[src/rtl/hist_pkg.sv]
// rtl/hist_pkg.sv - shared state type and default parameters for histogram_stream
package hist_pkg;

    localparam int HIST_DATA_W        = 15;
    localparam int HIST_BIN_BITS      = 4;
    localparam int HIST_COUNT_W       = 8;
    localparam int HIST_CLEAR_ON_READ = 1;

    // ACC: accumulate samples, READ: stream bins out, CLR: zero one bin per cycle
    typedef enum logic [1:0] {
        ACC  = 2'd0,
        READ = 2'd1,
        CLR  = 2'd2
    } hist_state_e;

endpackage

[src/rtl/histogram_stream_if.sv]
// rtl/histogram_stream_if.sv - sample/readout bus of histogram_stream
//
// master: drives samples, commands and out_ready; observes the readout stream.
// slave : the histogram block.
//   data_in/write_en      sample and strobe (bin taken from the top BIN_BITS bits)
//   start_read/clear      command requests, honoured only while ready=1
//   out_ready             downstream accepts the presented beat
//   data_out/bin_idx      count and index of the presented bin (valid_out)
//   last_bin              presented bin is the final one
//   ready                 block is accumulating
//   saturated             sticky: some bin reached its maximum count
import hist_pkg::*;

interface histogram_stream_if #(
    parameter int DATA_W   = HIST_DATA_W,
    parameter int BIN_BITS = HIST_BIN_BITS,
    parameter int COUNT_W  = HIST_COUNT_W
);
    logic [DATA_W-1:0]   data_in;
    logic                write_en;
    logic                start_read;
    logic                clear;
    logic                out_ready;
    logic [COUNT_W-1:0]  data_out;
    logic [BIN_BITS-1:0] bin_idx;
    logic                valid_out;
    logic                last_bin;
    logic                ready;
    logic                saturated;

    modport master (
        output data_in, write_en, start_read, clear, out_ready,
        input  data_out, bin_idx, valid_out, last_bin, ready, saturated
    );

    modport slave (
        input  data_in, write_en, start_read, clear, out_ready,
        output data_out, bin_idx, valid_out, last_bin, ready, saturated
    );
endinterface

[src/rtl/hist_bin_counter.sv]
// rtl/hist_bin_counter.sv - one saturating histogram bin counter
//
// clk, rst_n : clock, asynchronous active-low reset
// inc        : add one unless already at maximum
// clr        : zero the count (wins over inc)
// count      : current count
// sat        : count is at its maximum value
import hist_pkg::*;

module hist_bin_counter #(
    parameter int COUNT_W = HIST_COUNT_W
) (
    input  logic               clk,
    input  logic               rst_n,
    input  logic               inc,
    input  logic               clr,
    output logic [COUNT_W-1:0] count,
    output logic               sat
);

    localparam logic [COUNT_W-1:0] CNT_MAX = '1;

    always_ff @(posedge clk or negedge rst_n) begin
        if (!rst_n) begin
            count <= '0;
        end else if (clr) begin
            count <= '0;
        end else if (inc && (count != CNT_MAX)) begin
            count <= count + COUNT_W'(1);
        end
    end

    assign sat = (count == CNT_MAX);

endmodule

[src/rtl/histogram_stream.sv]
// rtl/histogram_stream.sv - streaming histogram with handshaked readout and bulk clear
//
// clk, rst_n : clock, asynchronous active-low reset
// bus        : histogram_stream_if slave modport (samples, commands, readout stream)
//
// All outputs are decoded from registers (state, index, bin counters, sticky
// flag), so there is no combinational path from any input to any output.
import hist_pkg::*;

module histogram_stream #(
    parameter int DATA_W        = HIST_DATA_W,
    parameter int BIN_BITS      = HIST_BIN_BITS,
    parameter int COUNT_W       = HIST_COUNT_W,
    parameter int CLEAR_ON_READ = HIST_CLEAR_ON_READ
) (
    input  logic               clk,
    input  logic               rst_n,
    histogram_stream_if.slave  bus
);

    localparam int                  NUM_BINS = 2 ** BIN_BITS;
    localparam logic [BIN_BITS-1:0] LAST_IDX = BIN_BITS'(NUM_BINS - 1);
    localparam logic [COUNT_W-1:0]  NEAR_MAX = '1 - COUNT_W'(1);

    hist_state_e         state;
    logic [BIN_BITS-1:0] idx;
    logic                saturated_q;

    logic [COUNT_W-1:0]  counts [NUM_BINS];
    logic [NUM_BINS-1:0] inc;
    logic [NUM_BINS-1:0] clr;
    logic [NUM_BINS-1:0] sat;

    logic [BIN_BITS-1:0] sel;
    logic                wr_acc;
    logic                rd_hs;
    logic                hit_max;
    logic                unused_sample_bits;

    assign sel    = bus.data_in[DATA_W-1 -: BIN_BITS];
    assign wr_acc = (state == ACC) && bus.write_en;
    assign rd_hs  = (state == READ) && bus.out_ready;

    // The accepted sample leaves its bin at the maximum: either it was one
    // below and is now reaching it, or it was already pinned there.
    assign hit_max = wr_acc && (sat[sel] || (counts[sel] == NEAR_MAX));

    // Bits below the bin field only carry sample resolution we do not bin on.
    assign unused_sample_bits = ^bus.data_in;

    for (genvar k = 0; k < NUM_BINS; k++) begin : g_bin
        assign inc[k] = wr_acc && (sel == BIN_BITS'(k));
        // CLR walks idx across every bin; a clear-on-read readout zeroes the
        // bin that is being accepted on this handshake.
        assign clr[k] = (idx == BIN_BITS'(k)) &&
                        ((state == CLR) || ((CLEAR_ON_READ != 0) && rd_hs));

        hist_bin_counter #(
            .COUNT_W (COUNT_W)
        ) u_bin (
            .clk   (clk),
            .rst_n (rst_n),
            .inc   (inc[k]),
            .clr   (clr[k]),
            .count (counts[k]),
            .sat   (sat[k])
        );
    end

    always_ff @(posedge clk or negedge rst_n) begin
        if (!rst_n) begin
            state       <= ACC;
            idx         <= '0;
            saturated_q <= 1'b0;
        end else begin
            case (state)
                ACC: begin
                    if (hit_max) begin
                        saturated_q <= 1'b1;
                    end
                    // clear has priority over start_read
                    if (bus.clear) begin
                        state       <= CLR;
                        idx         <= '0;
                        saturated_q <= 1'b0;
                    end else if (bus.start_read) begin
                        state <= READ;
                        idx   <= '0;
                    end
                end
                READ: begin
                    if (bus.out_ready) begin
                        if (idx == LAST_IDX) begin
                            state <= ACC;
                            idx   <= '0;
                            if (CLEAR_ON_READ != 0) begin
                                saturated_q <= 1'b0;
                            end
                        end else begin
                            idx <= idx + BIN_BITS'(1);
                        end
                    end
                end
                CLR: begin
                    if (idx == LAST_IDX) begin
                        state <= ACC;
                        idx   <= '0;
                    end else begin
                        idx <= idx + BIN_BITS'(1);
                    end
                end
                default: begin
                    state <= ACC;
                    idx   <= '0;
                end
            endcase
        end
    end

    assign bus.ready     = (state == ACC);
    assign bus.valid_out = (state == READ);
    assign bus.bin_idx   = (state == READ) ? idx : '0;
    assign bus.last_bin  = (state == READ) && (idx == LAST_IDX);
    assign bus.data_out  = (state == READ) ? counts[idx] : '0;
    assign bus.saturated = saturated_q;

endmodule

[src/flat_wrapper.sv]
// flat-port wrapper written by rule: the top's interface ports become plain ports
module histogram_stream_flat 
#(
    parameter int DATA_W        = HIST_DATA_W,
    parameter int BIN_BITS      = HIST_BIN_BITS,
    parameter int COUNT_W       = HIST_COUNT_W,
    parameter int CLEAR_ON_READ = HIST_CLEAR_ON_READ
)
  (clk, rst_n, bus_data_in, bus_write_en, bus_start_read, bus_clear, bus_out_ready, bus_data_out, bus_bin_idx, bus_valid_out, bus_last_bin, bus_ready, bus_saturated);
  histogram_stream_if #(.DATA_W(DATA_W), .BIN_BITS(BIN_BITS), .COUNT_W(COUNT_W)) bus_i ();
  input  logic clk;
  input  logic rst_n;
  input wire logic [$bits(bus_i.data_in)-1:0] bus_data_in;
  input wire logic [$bits(bus_i.write_en)-1:0] bus_write_en;
  input wire logic [$bits(bus_i.start_read)-1:0] bus_start_read;
  input wire logic [$bits(bus_i.clear)-1:0] bus_clear;
  input wire logic [$bits(bus_i.out_ready)-1:0] bus_out_ready;
  output wire logic [$bits(bus_i.data_out)-1:0] bus_data_out;
  output wire logic [$bits(bus_i.bin_idx)-1:0] bus_bin_idx;
  output wire logic [$bits(bus_i.valid_out)-1:0] bus_valid_out;
  output wire logic [$bits(bus_i.last_bin)-1:0] bus_last_bin;
  output wire logic [$bits(bus_i.ready)-1:0] bus_ready;
  output wire logic [$bits(bus_i.saturated)-1:0] bus_saturated;
  assign bus_i.data_in = bus_data_in;
  assign bus_i.write_en = bus_write_en;
  assign bus_i.start_read = bus_start_read;
  assign bus_i.clear = bus_clear;
  assign bus_i.out_ready = bus_out_ready;
  assign bus_data_out = bus_i.data_out;
  assign bus_bin_idx = bus_i.bin_idx;
  assign bus_valid_out = bus_i.valid_out;
  assign bus_last_bin = bus_i.last_bin;
  assign bus_ready = bus_i.ready;
  assign bus_saturated = bus_i.saturated;
  histogram_stream #(.DATA_W(DATA_W), .BIN_BITS(BIN_BITS), .COUNT_W(COUNT_W), .CLEAR_ON_READ(CLEAR_ON_READ)) u_core (.clk(clk), .rst_n(rst_n), .bus(bus_i));
endmodule
[config.mk]
export PLATFORM = sky130hd
export DESIGN_NAME = histogram_stream_flat
export DESIGN_NICKNAME = d
export VERILOG_FILES = /design/src/rtl/hist_pkg.sv /design/src/rtl/histogram_stream_if.sv /design/src/rtl/hist_bin_counter.sv /design/src/rtl/histogram_stream.sv /design/src/flat_wrapper.sv
export SDC_FILE = /design/constraint.sdc
export NUM_CORES = 1
export LEC_CHECK = 0
export CAP_MARGIN = 15
export CORE_AREA = 2 2 122 171
export CTS_CLUSTER_SIZE = 12
export DETAILED_ROUTE_END_ITERATION = 7
export DIE_AREA = 0 0 124 173
export PLACE_DENSITY = 0.57
export SLEW_MARGIN = 10
export SYNTH_ARGS = -nofsm -noshare
export SYNTH_HDL_FRONTEND = slang
export SYNTH_SLANG_ARGS = --single-unit
[constraint.sdc]
create_clock -name clk -period 3 [get_ports clk]
set_input_delay 0.6 -clock clk [delete_from_list [all_inputs] [get_ports clk]]
set_output_delay 0.6 -clock clk [all_outputs]
set_load 0.02 [all_outputs]
==> summary.md <==
| Metric | Value |
|---|---|
| Clock buffer depth | `2` |
| Fraction of registers with async set/reset | `100%` |
| Vias per cell | `5.95` |
| GPL Wtd Cong | `0.968` |
| Final Hold Viols | `0` |
| Startpoint Class | `flip-flop` |
| R2r setup slk | `~0.54 ns` |
| Vias | `approximately 7,500` |
| Sequential area share after synthesis | `38.3%` |
| Final setup skew | `0.00977 ns` |
| Share of cells above drive strength 1 | `28.3%` |
| FF+latch area | `3380 sq um` |
| Crit. End Element | `primary output` |
| Yosys top cell by area | `dfrtp_1` |
| Syn-to-layout area delta | `26.3%` |
| Clock transition at path regs | `0.06 ns` |
| Row count | `61` |
| Setup TNS | `-0.726 ns` |
| Max VDD drop | `0.000394 V` |
| Clk Latency, worst-skew pair | `0.42 ns` |
| Area occupied by multi-input gates | `~5300 sq um` |
| Syn avg cell area | `10.7 sq um` |
| Buf+Inv Stages, Crit Path | `4` |
| Slew at the pin closest to its max-slew limit | `0.665 ns` |
| Port Buffer Count | `25` |
| Hold Path Class | `in -> async` |
| Core ar. | `19,800 sq um` |
| Yosys warnings | `0` |
| Top_reg_cell synth | `dfrtp_1` |
| N_diodes | `0` |
| First-pass GRT wire length | `approximately 45 mm` |
| GRT Util Overall | `28.1%` |
| Synth Area in Adders | `3.26%` |
| Critical path required time | `2.40 ns` |
| Cell Area, Synth | `8830 sq um` |
| Final hold slack | `0.0992 ns` |
| # hold bufs at CTS | `0` |
| Finish-stage setup viols | `8` |
| Boundary pin count | `37` |
| Dominant cells by area after synthesis | `dfrtp_1, mux4_2, nor2_1` |
| Critical path's largest stage delay | `around 0.54 ns` |
| Final net count | `1,045` |
| Largest net degree at the start of global routing | `54` |
| Failing checks | `setup timing` |
| Die area | `about 21,000 sq um` |
| Hpwl dp | `21.7 mm` |
| Period utilization | `104%` |
| Final Util | `56.2%` |
| Min Tclk post-route | `just over 3 ns` |
| Max_cap viols | `0` |
| Root Driver | `clkbuf_16` |
| Final instance count without filler cells | `roughly 1,300` |
| Final WL | `approximately 29 mm` |
| CP max FO | `5` |
| Iteration count of the initial detailed-routing pass | `5` |
| Die W | `124 microns` |
| Post-synth top cells | `nor2_1, dfrtp_1, mux4_2, xor2_1, nand2_1` |
| Simple-gate area share of the yosys netlist | `20.6%` |
| Total gr overflow | `0` |
| Net Count, Synth | `873` |
| Setup CP Type | `reg -> out` |
| Syn Inst Count | `slightly above 800` |
| Post-synthesis compound-gate area fraction | `6.05%` |
| CTS tree | `yes` |
| Worst path slowest cell | `mux4_2` |
| Yosys top cell area share | `38.3%` |
| Slew HR | `55.5%` |
| Largest family of logic cells by synthesized area | `simple AND/OR/NAND/NOR gates` |
| Htree depth | `4` |
| Post-synthesis mux area share | `20.6%` |
| Post-DRT Antenna Nets | `0` |
| Status | `finished with violations` |
| WP data arrival | `between 2 and 3 ns` |
| Xor-xnor portion of the synthesized cell area | `9.32%` |
| Final Max Slew Viols | `0` |
| # placed instances | `about 1,200` |
| Post-synth EDFFs | `0` |
| Max Clk Rate | `approximately 0.32 GHz` |
| WL per Instance | `22.7 microns` |
| Die height | `between 150 and 200 microns` |
| Critical path's top delay family | `multiplexers` |
| Vias in the first global route | `7,743` |
| Detailed Route Iter0 Violations | `728` |
| RSZ-0062 raised after global routing | `yes` |
| FILL cells | `between 1,500 and 2,000` |
| Cell Chain, Critical Path | `buf_6 > buf_8 > buf_16 > mux4_2 > mux4_2 > and2_4 > buf_6` |
| Clock sinks | `roughly 140` |
| Num CTS Buffers | `17` |
| Seq cells post-synth | `roughly 140` |
| Post-place setup slack | `-0.0835 ns` |
| Most numerous cell in the Yosys netlist | `nor2_1` |
| Setup ws final | `-0.114 ns` |
| # DRC | `0` |
| PD cells | `613 nW/um^2` |
| Antenna violations before repair | `0` |
| Effective utilization at floorplan | `44.5%` |
| LEAKAGE | `between 4 and 5 nW` |
| Post-synth cell types | `49` |
-- state kept, by name, indices dropped and copies added, names as in the netlist --
register                  flops
u_core.bus.saturated          1
u_core.g_bin.u_bin.count    128
u_core.idx                    4
u_core.state                  2
-- power by group --
| group | internal [mW] | leakage, nW | switching, mW |
|---|---|---|---|
| clock | 1.25 | 0.273 | 0.867 |
| combinational | 1.20 | 2.75 | 1.24 |
| sequential | 2.06 | 1.85 | 0.214 |
| total | 4.51 | 4.87 | 2.32 |
-- cells by family after synthesis --
logic type	count (synthesis)
fa+ha+maj	23
mux	88
xor+xnor	94
flops	135
compound gates	90
simple gates	366
buf+inv	33
-- cells in the final DEF (no fill, tap or decap), types with 10 or more instances in the layout --
master / count
a21oi_1: 29
a22oi_1: 10
and3_1: 10
buf_4: 142
buf_6: 10
clkbuf_16: 17
clkdlybuf4s50_1: 14
dfrtp_1: 134
ha_1: 22
mux2i_1: 16
mux4_2: 63
nand2_1: 53
nand3_1: 39
nand4_1: 39
nor2_1: 148
o21ai_0: 18
o21ai_1: 16
or3_1: 28
xnor2_1: 32
xor2_1: 62
-- layer usage --
layer,track usage [%],vias up,part of all wire [%]
li1,-,3403,-
met1,34.5,3764,39
met5,0,-,0
met2,48.1,278,51
met4,12.9,0,5.0
met3,4.39,82,4.9
-- stage by stage --
stage | power (mW) | area [sq um]
2_1_floorplan | 3.48 | 8830
3_3_place_gp | 4.43 | 10400
3_5_place_dp | 4.50 | 10400
4_1_cts | 6.87 | 11200
5_1_grt | 7.16 | 11200
6_report | 6.83 | 11200
-- final cells by class --
| type | count | share of cell area [%] |
|---|---|---|
| multi-input combinational | 661 | 47.6 |
| sequential | 135 | 30.3 |
| timing repair buffer | 177 | 13.7 |
| clock buffer | 19 | 3.97 |
| tap | 252 | 2.83 |
| clock inverter | 13 | 1.31 |
| inverter | 9 | 0.303 |
-- repair_timing --
action,in CTS,in global routing
pin swaps,0,0
buffers inserted,5,2
gates cloned,4,0
setup endpoints to repair,8,8
gates resized for setup,64,1
-- worst paths after layout --
kind,end,start,cells after the start
max in group asynchronous,u_core.g_bin[14].u_bin.count[7],rst_n,2
worst min register to register,u_core.state[1],u_core.state[1],2
worst min-delay path,u_core.g_bin[12].u_bin.count[7],rst_n,1
min in group clk,u_core.state[1],u_core.state[1],2
worst max register to register,u_core.g_bin[4].u_bin.count[7],u_core.state[0],8
worst max-delay path,bus_data_out[4],u_core.idx[0],7
Power figures use the tool's default switching activity.
